### config.mk
export PLATFORM = sky130hd
export DESIGN_NAME = peridot_pfc_initiator
export DESIGN_NICKNAME = d
export VERILOG_FILES = /design/src/rtl/peridot_pfc_initiator.sv
export SDC_FILE = /design/constraint.sdc
export NUM_CORES = 1
export LEC_CHECK = 0
export CAP_MARGIN = 20
export CORE_MARGIN = 2
export CORE_UTILIZATION = 46
export DETAILED_ROUTE_END_ITERATION = 6
export PLACE_DENSITY = 0.92
export SETUP_SLACK_MARGIN = 0.3
export SYNTH_ARGS = -nofsm -noshare
export SYNTH_HDL_FRONTEND = slang
export SYNTH_SLANG_ARGS = --single-unit
### constraint.sdc
create_clock -name csi_clk -period 3.5 [get_ports csi_clk]
set_clock_uncertainty 0.1 [all_clocks]
set_input_delay 0.7 -clock csi_clk [delete_from_list [all_inputs] [get_ports csi_clk]]
set_output_delay 0.7 -clock csi_clk [all_outputs]
set_load 0.02 [all_outputs]
### src/rtl/peridot_pfc_initiator.sv
// peridot_pfc_initiator: Avalon-MM master that writes and optionally verifies the PFC dout/funcsel/pinsel registers
module peridot_pfc_initiator #(
  parameter logic [7:0]  DOUT_INIT      = 8'h00,
  parameter logic [31:0] FUNC_INIT      = 32'h00000000,
  parameter logic [31:0] PIN_INIT       = 32'h00000000,
  parameter bit          VERIFY         = 1'b1,
  parameter bit          AUTO_START     = 1'b1,
  parameter int          TIMEOUT_CYCLES = 255
) (
  input  logic        csi_clk,
  input  logic        rsi_reset,
  output logic [1:0]  avm_address,
  output logic        avm_read,
  output logic        avm_write,
  output logic [31:0] avm_writedata,
  input  logic [31:0] avm_readdata,
  input  logic        avm_waitrequest,
  input  logic        coe_start,
  output logic        coe_busy,
  output logic        coe_done,
  output logic [3:0]  coe_error
);
  typedef enum logic [2:0] {IDLE, WR_DOUT, WR_FUNC, WR_PIN, RD_DOUT, RD_FUNC, RD_PIN, DONE} state_t;
  localparam logic [15:0] TO_LAST = 16'(TIMEOUT_CYCLES - 1);
  state_t state, state_nxt;
  logic pend, start, restart, accept, stall, expire;
  logic [15:0] cnt;
  logic [3:0] err_set;
  logic [1:0] addr_nxt;
  logic [31:0] wdata_nxt;
  always_comb begin
    start = coe_start | pend;
    restart = start & (state == IDLE || state == DONE);
    accept = (avm_read | avm_write) & ~avm_waitrequest;
    stall = (avm_read | avm_write) & avm_waitrequest;
    expire = (TIMEOUT_CYCLES != 0) && stall && cnt == TO_LAST;
    state_nxt = state;
    err_set = '0;
    case (state)
      IDLE, DONE: if (start) state_nxt = WR_DOUT;
      WR_DOUT:    if (accept) state_nxt = WR_FUNC;
      WR_FUNC:    if (accept) state_nxt = WR_PIN;
      WR_PIN:     if (accept) state_nxt = VERIFY ? RD_DOUT : DONE;
      RD_DOUT: begin
        if (accept) state_nxt = RD_FUNC;
        err_set[0] = accept && avm_readdata[7:0] != DOUT_INIT;
      end
      RD_FUNC: begin
        if (accept) state_nxt = RD_PIN;
        err_set[1] = accept && avm_readdata != FUNC_INIT;
      end
      RD_PIN: begin
        if (accept) state_nxt = DONE;
        err_set[2] = accept && avm_readdata != PIN_INIT;
      end
    endcase
    if (expire) state_nxt = DONE;
    err_set[3] = expire;
    addr_nxt = (state_nxt == WR_DOUT || state_nxt == RD_DOUT) ? 2'd1 :
               (state_nxt == WR_FUNC || state_nxt == RD_FUNC) ? 2'd3 :
               (state_nxt == WR_PIN  || state_nxt == RD_PIN)  ? 2'd2 : 2'd0;
    wdata_nxt = (state_nxt == WR_DOUT) ? {24'h000000, DOUT_INIT} :
                (state_nxt == WR_FUNC) ? FUNC_INIT :
                (state_nxt == WR_PIN)  ? PIN_INIT : 32'h00000000;
  end
  // Outputs are registered from the next state so the command is stable while stalled.
  always_ff @(posedge csi_clk or posedge rsi_reset) begin
    if (rsi_reset) begin
      state <= IDLE;
      pend <= AUTO_START;
      cnt <= '0;
      avm_address <= '0;
      avm_read <= 1'b0;
      avm_write <= 1'b0;
      avm_writedata <= '0;
      coe_busy <= 1'b0;
      coe_done <= 1'b0;
      coe_error <= '0;
    end else begin
      state <= state_nxt;
      pend <= 1'b0;
      cnt <= stall ? cnt + 16'd1 : 16'd0;
      avm_address <= addr_nxt;
      avm_write <= state_nxt inside {WR_DOUT, WR_FUNC, WR_PIN};
      avm_read <= state_nxt inside {RD_DOUT, RD_FUNC, RD_PIN};
      avm_writedata <= wdata_nxt;
      coe_busy <= !(state_nxt == IDLE || state_nxt == DONE);
      coe_done <= state_nxt == DONE;
      coe_error <= restart ? 4'h0 : coe_error | err_set;
    end
  end
endmodule

==> metrics, run 1 <==
outcome=complete, no violations; final max-slew violation count=0; Async SR Flop Fraction=100.0%; Yosys warning count=0; TritonCTS Sinks=30; min-delay src=coe_error[1]; Sw Ratio=37.79%; Req. time, crit path=3.61 ns; via count=1574; Ports=78; Nets=294; cts repair resizes=0; Tot GR Track Use=19.09%; total congestion overflow=0; RR Endpoint=cnt[14]; count leader, synth=buf_4; Iter 0 DRT Violations=91; post-synth design cell area=1827 sq um; Die ar.=4491 sq um; Setup CP Type=in -> reg; H-Tree Depth=2; CTS tree=built; cells after synthesis=208; Sequential Power Share=38.3%; CORE AREA=3744 sq um; vias in the first global route=1434; Final Hold Viols=0; # rows=22; total CTS buffers=5; power density cells=591.4 nW/um^2; FF+latch count, synth=30; max-cap viol count=0; Worst Hold Depth=2; Commonest cells post-synth=buf_4, dfrtp_1, nor2_1, nand2_1, nor4_1; Top delay family on crit path=simple AND/OR/NAND/NOR gates; Detail Route Antenna Nets=0; layout cells sized above 1=6.226%; worst min path class=reg -> reg; Slowest cell on crit path=clkdlybuf4s50_1; CTS max path bufs=2; gpl congestion=0.8751; first-pass GRT wire length=6341 um; CP Capture Type=flop; Worst Path Arrival=2.42 ns; DIE WIDTH=67.02 um; Die H=67.02 um; R2R Setup Slk=1.42 ns; Synth top area share=39.73%; fmax=431.9 MHz; Internal=0.8539 mW; Tcrit/Tclk final=66.15%; Worst Path Max Fanout=16; combinational share of power=36.6%; P&R area growth vs syn=27.06%; Max stage delay on crit path=0.52 ns; EDFF count, synth=0; Avg Cell Area, Syn=8.782 sq um; ys flop type=dfrtp_1; CP Launch Type=primary input; drt first pass iters=4; antenna violations before repair=0; initial core utilization=48.80%; CP Cell Sequence=clkdlybuf4s50_1 -> o21ai_1 -> buf_4 -> or4_1 -> or3_1 -> o211ai_1; Clock Latency Late Sink=0.29 ns; worst r2r src=cnt[4]; Max IR drop VDD=0.0005220 V; Crit path buffers/inverters=2; Worst Hold End=coe_error[1]; count of final setup violators=0; Antenna Cells=0; Lkg Pwr=0.9867 nW; drc violations=0; Port Buffer Count=45; post-DR wirelength/cell=12.96 um; hpwl dp=3021 um; RSZ-0062 raised after global routing=false; R2R cell count=4; final WL=3953 um; post-CTS setup buffer count=0; post-synth cell types=38; setup tns final=0 ns; fin crit period=2.315 ns; hold_buf cts=0; Util after Layout=62.00%; Reg clk slew, reported paths=0.06 ns; dominant cell type by area after synthesis=dfrtp_1; Switch Pwr=0.5187 mW; Synth area leaders=dfrtp_1, buf_4, nor2_1; Vias/cell=5.161; Clock Power Share=25.1%; post-synthesis sequential area ratio=41.16%; pin count of the biggest net entering global routing=31; CTS root buffer=clkbuf_8
==> final cells by class <==
| cell class | instances | area [sq um] |
|---|---|---|
| Clock inverter | 3 | 40.04 |
| Multi-Input combinational cell | 163 | 897.1 |
| Inverter | 8 | 30.03 |
| Timing Repair Buffer | 48 | 473.0 |
| Tap cell | 48 | 60.06 |
| Clock buffer | 5 | 68.82 |
| Sequential cell | 30 | 752.0 |
| Fill cell | 322 | 1423 |
==> state kept, by name (all words and copies together), names as in the netlist <==
name	cells
state	3
pend	1
avm_address	2
coe_busy	1
cnt	16
avm_write	1
coe_error	4
avm_read	1
coe_done	1
==> power by group through the flow <==
stage	clock network, mW	registers (mW)	logic, mW
floorplan	0	0.526	0.334
detailed placement	0	0.534	0.499
global placement	0	0.528	0.486
finish	0.344	0.526	0.502
global route	0.360	0.539	0.545
CTS	0.349	0.525	0.502
==> worst min-delay path, delay by kind of cell (launching register included) <==
family          cells  cell delay, ns
flops               1            0.35
simple gates        1            0.05
compound gates      1            0.05
==> worst max path at each step <==
stage | start | end | cells past startpoint
global route | avm_waitrequest | avm_write | 7
finish | avm_waitrequest | state[1] | 6
detailed placement | avm_waitrequest | state[1] | 6
global placement | avm_waitrequest | state[1] | 6
CTS | avm_waitrequest | avm_write | 7
floorplan | avm_waitrequest | avm_write | 4
==> kinds of logic (layout without fill, tap and decap cells) <==
group,after synthesis,count (layout),synth area share (%)
adders and majority gates,2,2,1.370
xor gates and xnor gates,12,12,5.753
buffers and inverters,47,64,16.30
muxes,2,2,1.096
DFF,30,30,41.16
AOI/OAI and AO/OA,31,31,11.10
other,1,33,0.2053
and+or+nand+nor,83,83,23.01
==> per-layer routing <==
metal  routed length [um]  vias up  GRT usage [%]
met5                    0        -              0
met4                   65        0          7.908
met1                 1681      740          23.15
met3                  242        7          4.392
met2                 1964       70          32.30
li1                     -      757              -
==> cell usage in the layout, fill, tap and decap left out, types with 6 or more instances in the layout <==
cell type	count
o21ai_0	9
nor4_1	12
nor2_1	24
clkdlybuf4s50_1	45
nand2_1	14
xnor2_1	8
dfrtp_1	29
nor3_1	10
inv_1	8
nand4_1	6
conb_1	33
==> metrics by stage <==
step	power (mW)	worst slack [ns]	instances	area [sq um]	hold slack, ns
finish	1.373	1.185	305	2321	0.3836
floorplan	0.8597	1.439	240	1947	0.3873
CTS	1.376	1.190	305	2321	0.3875
global placement	1.014	0.9550	297	2212	0.3621
global route	1.444	1.100	305	2321	0.4042
detailed placement	1.033	0.8977	297	2212	0.3716
(Power assumes the default switching activity.)
==> run 2: changes to the inputs <==
--- a/config.mk
+++ b/config.mk
@@ -7,9 +7,9 @@
 export LEC_CHECK = 0
 export CAP_MARGIN = 20
 export CORE_MARGIN = 2
-export CORE_UTILIZATION = 46
+export CORE_UTILIZATION = 38
 export DETAILED_ROUTE_END_ITERATION = 6
-export PLACE_DENSITY = 0.92
+export PLACE_DENSITY = 0.82
 export SETUP_SLACK_MARGIN = 0.3
 export SYNTH_ARGS = -nofsm -noshare
 export SYNTH_HDL_FRONTEND = slang
==> constraint.sdc (replaced) <==
create_clock -name csi_clk -period 2.08 [get_ports csi_clk]
set_clock_uncertainty 0.1 [all_clocks]
set_input_delay 0.416 -clock csi_clk [delete_from_list [all_inputs] [get_ports csi_clk]]
set_output_delay 0.416 -clock csi_clk [all_outputs]
set_load 0.02 [all_outputs]
==> metrics, run 2 (synthesized netlist as in run 1, its figures left out) <==
H-Tree Depth=2 (unchanged); post-DR wirelength/cell=12.70 um (-2.0%); total CTS buffers=5 (unchanged); Ports=78 (unchanged); Iter 0 DRT Violations=147 (+62%); Port Buffer Count=45 (unchanged); first-pass GRT wire length=6713 um (+5.9%); hpwl dp=3003 um (-0.60%); Tot GR Track Use=16.56% (-2.5 points); via count=1591 (+1.1%); Worst Path Arrival=1.89 ns (-0.53 ns); initial core utilization=38.93% (-9.9 points); max FFs per register=16 (unchanged); Sequential Power Share=39.8% (+1.5 points); Nets=302 (+2.7%); Antenna Cells=0 (unchanged); Least-Margin Pin Slew=0.5111 ns; DIE WIDTH=73.34 um (+9.4%); CP Launch Type=flop; gpl congestion=0.8600 (-1.7%); CP Capture Type=flop; drc violations=0 (unchanged); power density cells=914.0 nW/um^2 (+55%); drt first pass iters=4 (unchanged); filler instances=423 (+31%); CTS max path bufs=2 (unchanged); P&R area growth vs syn=33.49%; Max stage delay on crit path=0.49 ns (-0.03 ns); Sw Ratio=39.72% (+1.9 points); Switch Pwr=0.8853 mW (+71%); worst min path class=reg -> reg; combinational share of power=38.3% (+1.7 points); commonest cells after routing, fill and taps aside=clkdlybuf4s50_1, conb_1, dfrtp_1; Detail Route Antenna Nets=0 (unchanged); Max IR drop VDD=0.0003383 V (-35%); worst slack, placed=-0.05239 ns (-0.9501 ns); Clock Latency Late Sink=0.28 ns (about the same); Vias/cell=4.987 (-3.4%); register area=754.5 sq um (+0.33%); CORE AREA=4692 sq um (+25%); Slew headroom=65.93%; layout cells sized above 1=13.58% (+7.4 points); Crit path buffers/inverters=0 (-2); vias in the first global route=1548 (+7.9%); Reg clk slew, reported paths=0.07 ns (about the same); final WL=4051 um (+2.5%); fin crit period=1.770 ns; Worst Path Max Fanout=5 (-11); WHS=0.3793 ns (-0.004230 ns); Top delay family on crit path=simple AND/OR/NAND/NOR gates; max-cap viol count=0 (unchanged); CTS root buffer=clkbuf_8; total congestion overflow=0 (unchanged); Biggest register=cnt; hold_buf cts=0 (unchanged); Clock Power Share=21.9% (-3.2 points); Die H=73.34 um (+9.4%); antenna violations before repair=0 (unchanged); CP Cell Sequence=nand4_4 -> or3_4 -> or4_4 -> a21oi_2; CTS tree=built; R2R Setup Slk=0.31 ns (-1.11 ns); Internal=1.344 mW (+57%); RSZ-0062 raised after global routing=true; Setup CP Type=reg -> reg; Largest regs=cnt x16, coe_error x4, state x3; commonest non-fill, non-tap cell in the layout=clkdlybuf4s50_1; Tcrit/Tclk final=85.11%; # rows=25 (+14%); Setup WS post-layout=0.3096 ns (-0.8751 ns); Slowest cell on crit path=or4_4; Final Hold Viols=0 (unchanged); count of final setup violators=0 (unchanged); final max-slew violation count=0 (unchanged); area of the multi-input gates=952.2 sq um (+6.1%); TritonCTS Sinks=30 (unchanged); fmax=564.9 MHz; pin count of the biggest net entering global routing=31 (unchanged); outcome=complete, no violations; Lkg Pwr=1.078 nW (+9.3%); Req. time, crit path=2.20 ns (-1.41 ns); Die ar.=5378 sq um (+20%)
-- run 2: changes by cell type in the layout (fill, tap and decap cells not counted), sizes merged --
cell and change:
clkbuf +1, bufinv -1, clkdlybuf4s50 -7, dlygate4sd2 +4, dlymetal6s2s +3, clkinv -1
buf +8, clkinvlp +1
-- run 2: layer usage --
layer  GRT usage (%)  vias up  wire length [um]
met3           3.567        4               179
met2           28.93       52              2120
li1                -      777                 -
met5               0        -                 0
met4           8.889        0                61
met1           18.77      758              1689
-- run 2: final cells by class --
cell class	instances	share of cell area, %
Tap cell	54	2.771
Clock buffer	6	3.386
Multi-Input combinational cell	163	39.05
Timing Repair Buffer	56	22.11
Sequential cell	30	30.94
Clock inverter	2	0.5131
Inverter	8	1.231
-- run 2: power groups by stage --
stage | Sequential (mW) | Combinational [mW] | Clock [mW]
2_1_floorplan | 0.885 | 0.563 | 0
3_3_place_gp | 0.882 | 0.823 | 0
3_5_place_dp | 0.891 | 0.846 | 0
4_1_cts | 0.878 | 0.836 | 0.500
5_1_grt | 0.915 | 0.945 | 0.522
6_report | 0.887 | 0.853 | 0.488
-- run 2: worst paths after layout --
kind	startpoint	end	depth (start not counted)
worst max-delay path	cnt[4]	cnt[13]	4
worst min-delay path	coe_error[2]	coe_error[2]	2
worst max register to register	cnt[4]	cnt[13]	4
worst min register to register	coe_error[2]	coe_error[2]	2
max in group asynchronous	rsi_reset	pend	3
min in group asynchronous	rsi_reset	state[1]	3
-- run 2: worst register-to-register path, delay by kind of cell (launching register included) --
kind | cells | cell delay (ns)
AO/OA/AOI/OAI | 1 | 0.14
flip-flops | 1 | 0.42
AND/OR/NAND/NOR | 3 | 1.06
-- run 2: repair_timing --
action / CTS / global route
pin swaps: 0 / 7
resized for setup: 6 / 13
setup endpoints to repair: 11 / 16
setup buffers: 1 / 6
-- run 2: stage by stage --
stage	TNS [ns]	std cells	total power [mW]	instance area, sq um	utilization [%]
6_report	0	319	2.229	2439	51.97
5_1_grt	0	319	2.382	2439	51.97
4_1_cts	0	313	2.215	2345	49.97
3_5_place_dp	-0.07574	304	1.737	2241	47.76
3_3_place_gp	-0.009156	304	1.705	2241	47.76
2_1_floorplan	0	240	1.448	1961	-
